## src/rtl/park_occupancy_ctrl.sv

```systemverilog
// Parking-lot occupancy controller: debounced entry/exit sensor FSMs feeding a saturating free-slot counter.
// Define PARK_STATS_EN to add the total_in/total_out lifetime counters.
module park_occupancy_ctrl #(
  parameter int N_GATE   = 2,
  parameter int DIST_W   = 13,
  parameter int THRESH   = 60,
  parameter int DEB      = 3,
  parameter int CAPACITY = 10,
  parameter int TICK_MAX = 4_999_999
) (
  input  logic                     sys_clk,
  input  logic                     sys_rst,
  input  logic [N_GATE*DIST_W-1:0] dist_in,
  input  logic [N_GATE*DIST_W-1:0] dist_out,
  output logic                     tick_flag,
  output logic [N_GATE-1:0]        entry_evt,
  output logic [N_GATE-1:0]        exit_evt,
  output logic [N_GATE-1:0]        entry_deny,
  output logic [7:0]               free_slots,
  output logic                     full,
  output logic                     empty
`ifdef PARK_STATS_EN
  ,
  output logic [15:0]              total_in,
  output logic [15:0]              total_out
`endif
);

  localparam int                NCH    = 2 * N_GATE;
  localparam int                TW     = (TICK_MAX > 0) ? $clog2(TICK_MAX + 1) : 1;
  localparam logic [TW-1:0]     TICK_L = TW'(TICK_MAX);
  localparam logic [DIST_W-1:0] THR    = DIST_W'(THRESH);
  localparam logic [4:0]        DEB_L  = 5'(DEB);
  localparam logic [7:0]        CAP    = 8'(CAPACITY);

  typedef enum logic [1:0] {CLEAR, ARRIVING, PRESENT, LEAVING} chan_state_t;

  logic [TW-1:0]  tick_cnt;
  logic [NCH-1:0] near;
  chan_state_t    state [NCH];
  chan_state_t    state_nxt [NCH];
  logic [3:0]     deb_cnt [NCH];
  logic [3:0]     deb_cnt_nxt [NCH];
  logic [NCH-1:0] pass_nxt;
  logic [NCH-1:0] pass_p0;
  logic [7:0]     slots;

  function automatic logic [7:0] sat_inc(input logic [7:0] v);
    return (v >= CAP) ? CAP : v + 8'd1;
  endfunction

  function automatic logic [4:0] inc_cnt(input logic [3:0] v);
    return {1'b0, v} + 5'd1;
  endfunction

  // Stage 0: sample tick generation
  always_ff @(posedge sys_clk or posedge sys_rst) begin
    if (sys_rst) begin
      tick_cnt  <= '0;
      tick_flag <= 1'b0;
    end else begin
      tick_flag <= (tick_cnt == TICK_L);
      tick_cnt  <= (tick_cnt == TICK_L) ? '0 : tick_cnt + TW'(1);
    end
  end

  always_comb begin
    near = '0;
    for (int g = 0; g < N_GATE; g++) begin
      near[g]          = dist_in[g*DIST_W +: DIST_W] < THR;
      near[N_GATE + g] = dist_out[g*DIST_W +: DIST_W] < THR;
    end
  end

  // Stage 1: per-channel presence FSMs; a completed LEAVING->CLEAR becomes a pass
  always_ff @(posedge sys_clk or posedge sys_rst) begin
    if (sys_rst) begin
      for (int c = 0; c < NCH; c++) begin
        state[c]   <= CLEAR;
        deb_cnt[c] <= '0;
      end
      pass_p0 <= '0;
    end else begin
      for (int c = 0; c < NCH; c++) begin
        state[c]   <= state_nxt[c];
        deb_cnt[c] <= deb_cnt_nxt[c];
      end
      pass_p0 <= pass_nxt;
    end
  end

  always_comb begin
    pass_nxt = '0;
    for (int c = 0; c < NCH; c++) begin
      state_nxt[c]   = state[c];
      deb_cnt_nxt[c] = deb_cnt[c];
      if (tick_flag) begin
        // The sample that leaves a stable state counts as the first agreeing one.
        case (state[c])
          CLEAR: begin
            if (near[c]) begin
              state_nxt[c]   = ARRIVING;
              deb_cnt_nxt[c] = 4'd1;
            end
          end
          ARRIVING: begin
            if (!near[c])                         state_nxt[c]   = CLEAR;
            else if (inc_cnt(deb_cnt[c]) >= DEB_L) state_nxt[c]   = PRESENT;
            else                                  deb_cnt_nxt[c] = deb_cnt[c] + 4'd1;
          end
          PRESENT: begin
            if (!near[c]) begin
              state_nxt[c]   = LEAVING;
              deb_cnt_nxt[c] = 4'd1;
            end
          end
          LEAVING: begin
            if (near[c]) begin
              state_nxt[c] = PRESENT;
            end else if (inc_cnt(deb_cnt[c]) >= DEB_L) begin
              state_nxt[c] = CLEAR;
              pass_nxt[c]  = 1'b1;
            end else begin
              deb_cnt_nxt[c] = deb_cnt[c] + 4'd1;
            end
          end
          default: state_nxt[c] = CLEAR;
        endcase
      end
    end
  end

  // Stage 2: resolve passes against the slot count (exits first, then entries by index)
  always_comb begin
    slots      = free_slots;
    exit_evt   = '0;
    entry_evt  = '0;
    entry_deny = '0;
    for (int g = 0; g < N_GATE; g++) begin
      if (pass_p0[N_GATE + g]) begin
        exit_evt[g] = 1'b1;
        slots       = sat_inc(slots);
      end
    end
    for (int g = 0; g < N_GATE; g++) begin
      if (pass_p0[g]) begin
        if (slots != 8'd0) begin
          entry_evt[g] = 1'b1;
          slots        = slots - 8'd1;
        end else begin
          entry_deny[g] = 1'b1;
        end
      end
    end
  end

  always_ff @(posedge sys_clk or posedge sys_rst) begin
    if (sys_rst) free_slots <= CAP;
    else         free_slots <= slots;
  end

  assign full  = (free_slots == 8'd0);
  assign empty = (free_slots == CAP);

`ifdef PARK_STATS_EN
  always_ff @(posedge sys_clk or posedge sys_rst) begin
    if (sys_rst) begin
      total_in  <= '0;
      total_out <= '0;
    end else begin
      total_in  <= total_in + 16'($countones(entry_evt));
      total_out <= total_out + 16'($countones(exit_evt));
    end
  end
`endif

endmodule

```

## config.mk

```make
export PLATFORM = sky130hd
export DESIGN_NAME = park_occupancy_ctrl
export DESIGN_NICKNAME = d
export VERILOG_FILES = /design/src/rtl/park_occupancy_ctrl.sv
export SDC_FILE = /design/constraint.sdc
export NUM_CORES = 1
export LEC_CHECK = 0
export BUFFER_PORTS_ARGS = -buffer_cell sky130_fd_sc_hd__buf_2
export CAP_MARGIN = 20
export CORE_MARGIN = 2
export CORE_UTILIZATION = 27
export CTS_CLUSTER_DIAMETER = 200
export DETAILED_ROUTE_END_ITERATION = 7
export PLACE_DENSITY_LB_ADDON = 0.05
export SLEW_MARGIN = 20
export SYNTH_ARGS = -nofsm -noshare
export SYNTH_HDL_FRONTEND = slang
export SYNTH_SLANG_ARGS = --single-unit
```

## constraint.sdc

```tcl
create_clock -name sys_clk -period 5.4 [get_ports sys_clk]
set_input_delay 0.54 -clock sys_clk [delete_from_list [all_inputs] [get_ports sys_clk]]
set_output_delay 0.54 -clock sys_clk [all_outputs]
set_load 0.005 [all_outputs]
```

=== After elaboration in Yosys (flattened, before gate mapping) ===
Cells that the tools add are included.
W data, S select, Z words.

* Memories kept: 0
* Memory bits (read-only): 0
* Memory bits (writable): 0
* Bits of input ports: 54
* Latch bits: 0
* Bits in registers: 60

* Shifts and indexed selects: 0
* Reductions and logical operators: 15
* $lt $le $gt $ge: 10
* Multipliers: 0
* Add/sub/neg operators: 13
* Div/mod/pow operators: 0
* Bitwise operators: 0
* Equality and inequality tests: 38
* Muxes and demuxes: 87

{| class="wikitable"
|+ Operator list
! cell !! number
|-
| $mux W4 || 20
|-
| $mux W8 || 8
|-
| $pmux W4 S4 || 4
|-
| $lt A13 B6 Y1 const B || 4
|-
| $mux W2 || 24
|-
| $reduce_and A5 Y1 || 8
|-
| $ne A2 B2 Y1 const B || 16
|-
| $pmux W2 S4 || 4
|-
| $mux W1 || 26
|-
| $ne A3 B3 Y1 const B || 8
|-
| $add A23 B1 Y23 const B || 1
|-
| $eq A23 B23 Y1 const B || 1
|-
| $mux W23 || 1
|-
| $add A4 B1 Y5 const B || 4
|-
| $ge A5 B2 Y1 const B || 4
|-
| $add A4 B1 Y4 const B || 4
|-
| $add A8 B1 Y8 const B || 2
|-
| $eq A2 B2 Y1 const B || 8
|-
| $ge A8 B4 Y1 const B || 2
|-
| $reduce_bool A8 Y1 || 2
|-
| $sub A8 B1 Y8 const B || 2
|-
| $eq A2 B1 Y1 const B || 4
|-
| $eq A8 B4 Y1 const B || 1
|-
| $logic_not A2 Y1 || 4
|-
| $logic_not A8 Y1 || 1
|}

=== Logic depth before layout (Yosys ltp) ===
* Word-level depth: 12
* Depth in mapped cells: 19
* Mapped depth without buffers: 18

=== Least setup slack after synthesis ===
Ideal clock, no wire load.

* Path kind: register to output
* From: reg free_slots[1]
* To: out entry_evt[1]
* Data arrival time: 3962 ps
* Slack: 898 ps
* Path buffers: 1
* Cell stages (with the launch flop): 19
* Data required time: 4860 ps
* Cell sequence: dfstp_2 > clkbuf_1 > inv_1 > ha_1 > nand2b_1 > o32a_4 > ha_1 > nor2_1 > o21ai_0 > o22ai_1 > ha_1 > nand4_1 > a21oi_2 > a21oi_2 > xnor2_1 > ha_1 > nand4b_4 > o21ai_4 > inv_1

* Cells in the longest elaborated chain, start to end: 12
* Elaborated cells between the ends (all ways): 15
* Classes of those cells: 3 x add/sub; 2 x order compare; 8 x mux; 2 x reduce/logical

{| class="wikitable"
|+ RTL lines
! element !! line !! RTL
|-
| start: declaration || 19 || <nowiki>output logic [7:0] free_slots,</nowiki>
|-
| start signal: assignment || 159 || <nowiki>else free_slots <= slots;</nowiki>
|-
| $add A8 B1 Y8 / $ge A8 B4 Y1 (equally long branches) || 49 || <nowiki>return (v >= CAP) ? CAP : v + 8'd1;</nowiki>
|-
| $mux W8 || 49 ||
|-
| $mux W8 (*) || 140 || <nowiki>if (pass_p0[N_GATE + g]) begin</nowiki>
|-
| $add A8 B1 Y8 / $ge A8 B4 Y1 (equally long branches) || 49 ||
|-
| $mux W8 || 49 ||
|-
| $mux W8 (*) || 140 ||
|-
| $sub A8 B1 Y8 / $reduce_bool A8 Y1 (equally long branches) || 149, 147 ||
|-
| $mux W8 || 147 || <nowiki>if (slots != 8'd0) begin</nowiki>
|-
| $mux W8 (*) || 146 || <nowiki>if (pass_p0[g]) begin</nowiki>
|-
| $reduce_bool A8 Y1 (*) || 147 ||
|-
| $mux W1 (*) || 147 ||
|-
| $mux W1 (*) || 146 ||
|-
| end: declaration || 16 || <nowiki>output logic [N_GATE-1:0] entry_evt,</nowiki>
|}

Every way passes the cells marked *; elsewhere a longest branch is shown, timed or not.

=== Worst setup path in the final report ===
Same ends and word-level chain as after synthesis.

==> metrics.csv <==
metric,value,unit
design_area,4790,µm²
via_per_inst,4.92,
postSynthCellCount,430,
cp_common_cell,ha_1,
final.period_utilization,94.8,%
syn_nets,502,
die_w,125,µm
worstPathArrival,4.58,ns
die_h,125,µm
antenna_found_initial,0,
clk-insertion-delay-late,0.32,ns
ant_nets,0,
place.detailed.hpwl,7390,µm
max_freq,0.195,GHz
setup_violations,0,
dr.pass1.iters,4,
hold_viol,0,
final-max-slew-violation-count,0,
setup_tns,0,ns
yosysTopAreaCell,dfrtp_1,
synth_area_leaders,"dfrtp_1 37%, ha_1 5.7%, xnor2_1 4.6%, nand2_1 3.9%, nor2_1 3.9%",
whs,0.429,ns
clock-root-buffer,clkbuf_16,
finalPower,1050,µW
drt_iter0_markers,229,
grt-ovfl-total,0,
post-route-min-period,5.12,ns
yosysMostFrequentCell,dfrtp_1,
cp-end-kind,output pin,
worst-path-max-fanout,13,
initial_core_util,27.4,%
wl,9790,µm
cts_max_level,3,
synthTopCellsByCount,"58 x dfrtp_1, 41 x nand2_1, 41 x nor2_1",
n_antenna_cell,0,
routedWlPerCell,14.4,µm
ir_worst_vdd,0.155,mV
yosysSeqAreaShare,37.9,%
fin_util,33.1,%
numCtsBuffers,9,
design.core.area,14500,µm²
place_area,4470,µm²
critPathLaunchType,flip-flop,
fp-row-count,44,
cts.path.max_buffers,2,
portBuffers,62,
slew_headroom,44.8,%
ctsHoldBuffers,0,
critPathMaxStageDelay,0.67,ns
hold_class,in -> async,
total_leakage_power,0.00222,µW
rsz0062_at_grt,no,
place_congestion,0.792,
synth_flop_cell,dfrtp_1,
routed-via-count,3357,
cts_tree,done,
power_density,220,nW/µm²
worstSetupPathType,reg -> out,
grt_pass1_wl,16400,µm
drive_gt1_share,23.3,%
fin_skew,0.00647,ns
die-area,15700,µm²
cts_setup_buffers,0,
cts.clk_slew.worst_paths,0.05,ns
worstPathRequired,4.86,ns
grt_start_max_net_pins,61,
drv_cap,0,
synthDistinctLibCells,73,
ys_async_sr_fraction,100,%
grt_use_total,12.8,%
filler_cell_count,1537,
syn_to_final_growth,20.6,%
first_global_vias,3286,
avgSynthCellArea,9.24,µm²
synth_top_area_share,36.5,%
status,finished clean,
ys_seq_elements,60,
finalNetCount,566,
worst_slew_pin_slew,0.825,ns
yosys_warnings,0,
path_cells,inv_1 > ha_1 > nand2b_1 > o32a_4 > ha_1 > nor2_1 > o2111ai_1 > o21ai_1 > inv_1 > ha_1 > nand4_1 > a21oi_2 > a21oi_2 > mux2_2 > ha_1 > nand4b_4 > o21ai_4 > inv_1 > buf_2,
drcViolationCount,0,
numClockSinks,60,
synth_edf_count,0,
top_level_ports,71,
slowest_stage,dfstp_2,
synth.cell_area,3970,µm²
## stage by stage
stage	cells	worst slack, ns
after floorplan	430	0.898
after global placement	667	0.603
after detailed placement	667	0.518
after CTS	682	0.141
after global routing	682	0.0123
final	682	0.279
## power by group
group,internal (µW),switching (µW)
clock network,392,183
logic,13.0,13.9
registers,451,0
total,855,197
## flip-flops by register name, summed over array words and instances (netlist names), named ones only
register / flops
deb_cnt: 16
free_slots: 8
pass_p0: 4
state: 4
tick_cnt: 23
tick_flag: 1
## area by class of cell
cell class	count	area (µm²)	share of cell area [%]
clock buffer	14	274	5.72
clock inverter	1	30.0	0.627
inverter	18	67.6	1.41
multi-input combinational	340	2350	49.1
sequential	60	1500	31.4
tap	184	230	4.81
timing repair buffer	65	333	6.95
## cells in the final DEF (no fill, tap or decap), drive strengths merged, types with 5 or more instances in the layout
| cell type | synthesis | routed |
|---|---|---|
| nor3 | 15 | 15 |
| a31oi | 5 | 5 |
| nand2 | 42 | 42 |
| nor2 | 41 | 41 |
| o21ai | 18 | 18 |
| ha | 18 | 18 |
| or2 | 5 | 5 |
| o31ai | 6 | 6 |
| xnor2 | 23 | 23 |
| dfrtp | 58 | 58 |
| and4 | 6 | 6 |
| and3 | 8 | 8 |
| xor2 | 11 | 11 |
| and2 | 14 | 14 |
| nand4 | 14 | 14 |
| clkbuf | 6 | 14 |
| a21o | 6 | 6 |
| buf | 6 | 65 |
| nand3 | 25 | 25 |
| inv | 18 | 18 |
| a21oi | 18 | 18 |
## worst paths after layout
kind                               startpoint             to  slack [ns]  cells after the start
worst max-delay path            free_slots[1]   entry_evt[1]        0.28                     19
worst min-delay path                  sys_rst      async pin        0.43                      3
worst max register to register  free_slots[1]  free_slots[0]        0.91                     18
worst min register to register    deb_cnt[11]    deb_cnt[11]        0.49                      1
max in group asynchronous             sys_rst   tick_cnt[10]        4.46                      3
min in group sys_clk              deb_cnt[11]    deb_cnt[11]        0.49                      1
## repair_timing
item,in CTS,in global routing
setup endpoints to repair,0,2
gates resized for setup,0,3
endpoints found under the hold margin,0,0
## cell families (layout without fill, tap and decap cells)
family / after synthesis / in the layout / share of synthesized area (%)
simple gates: 193 / 193 / 25.8
compound gates: 89 / 89 / 17.4
flops: 60 / 60 / 37.9
xor+xnor: 34 / 34 / 8.16
buf+inv: 30 / 98 / 3.43
fa+ha+maj: 18 / 18 / 5.67
mux: 6 / 6 / 1.67
## critical path, delay by kind of cell (launching register included)
family / cells / cell delay, ns
muxes: 1 / 0.40
adders and majority gates: 4 / 1.00
DFF: 1 / 0.67
AOI/OAI and AO/OA: 6 / 1.23
buffers and inverters: 4 / 0.36
and+or+nand+nor: 4 / 0.59
## routing by layer
layer	vias up	part of all wire [%]	GRT usage, %	routed length, µm
met3	14	2.5	1.93	245
met4	0	2.1	5.36	206
met5	-	0	0	0
met1	1611	48	17.0	4700
li1	1691	-	-	-
met2	41	47	21.0	4640
Power figures use the tool's default switching activity.
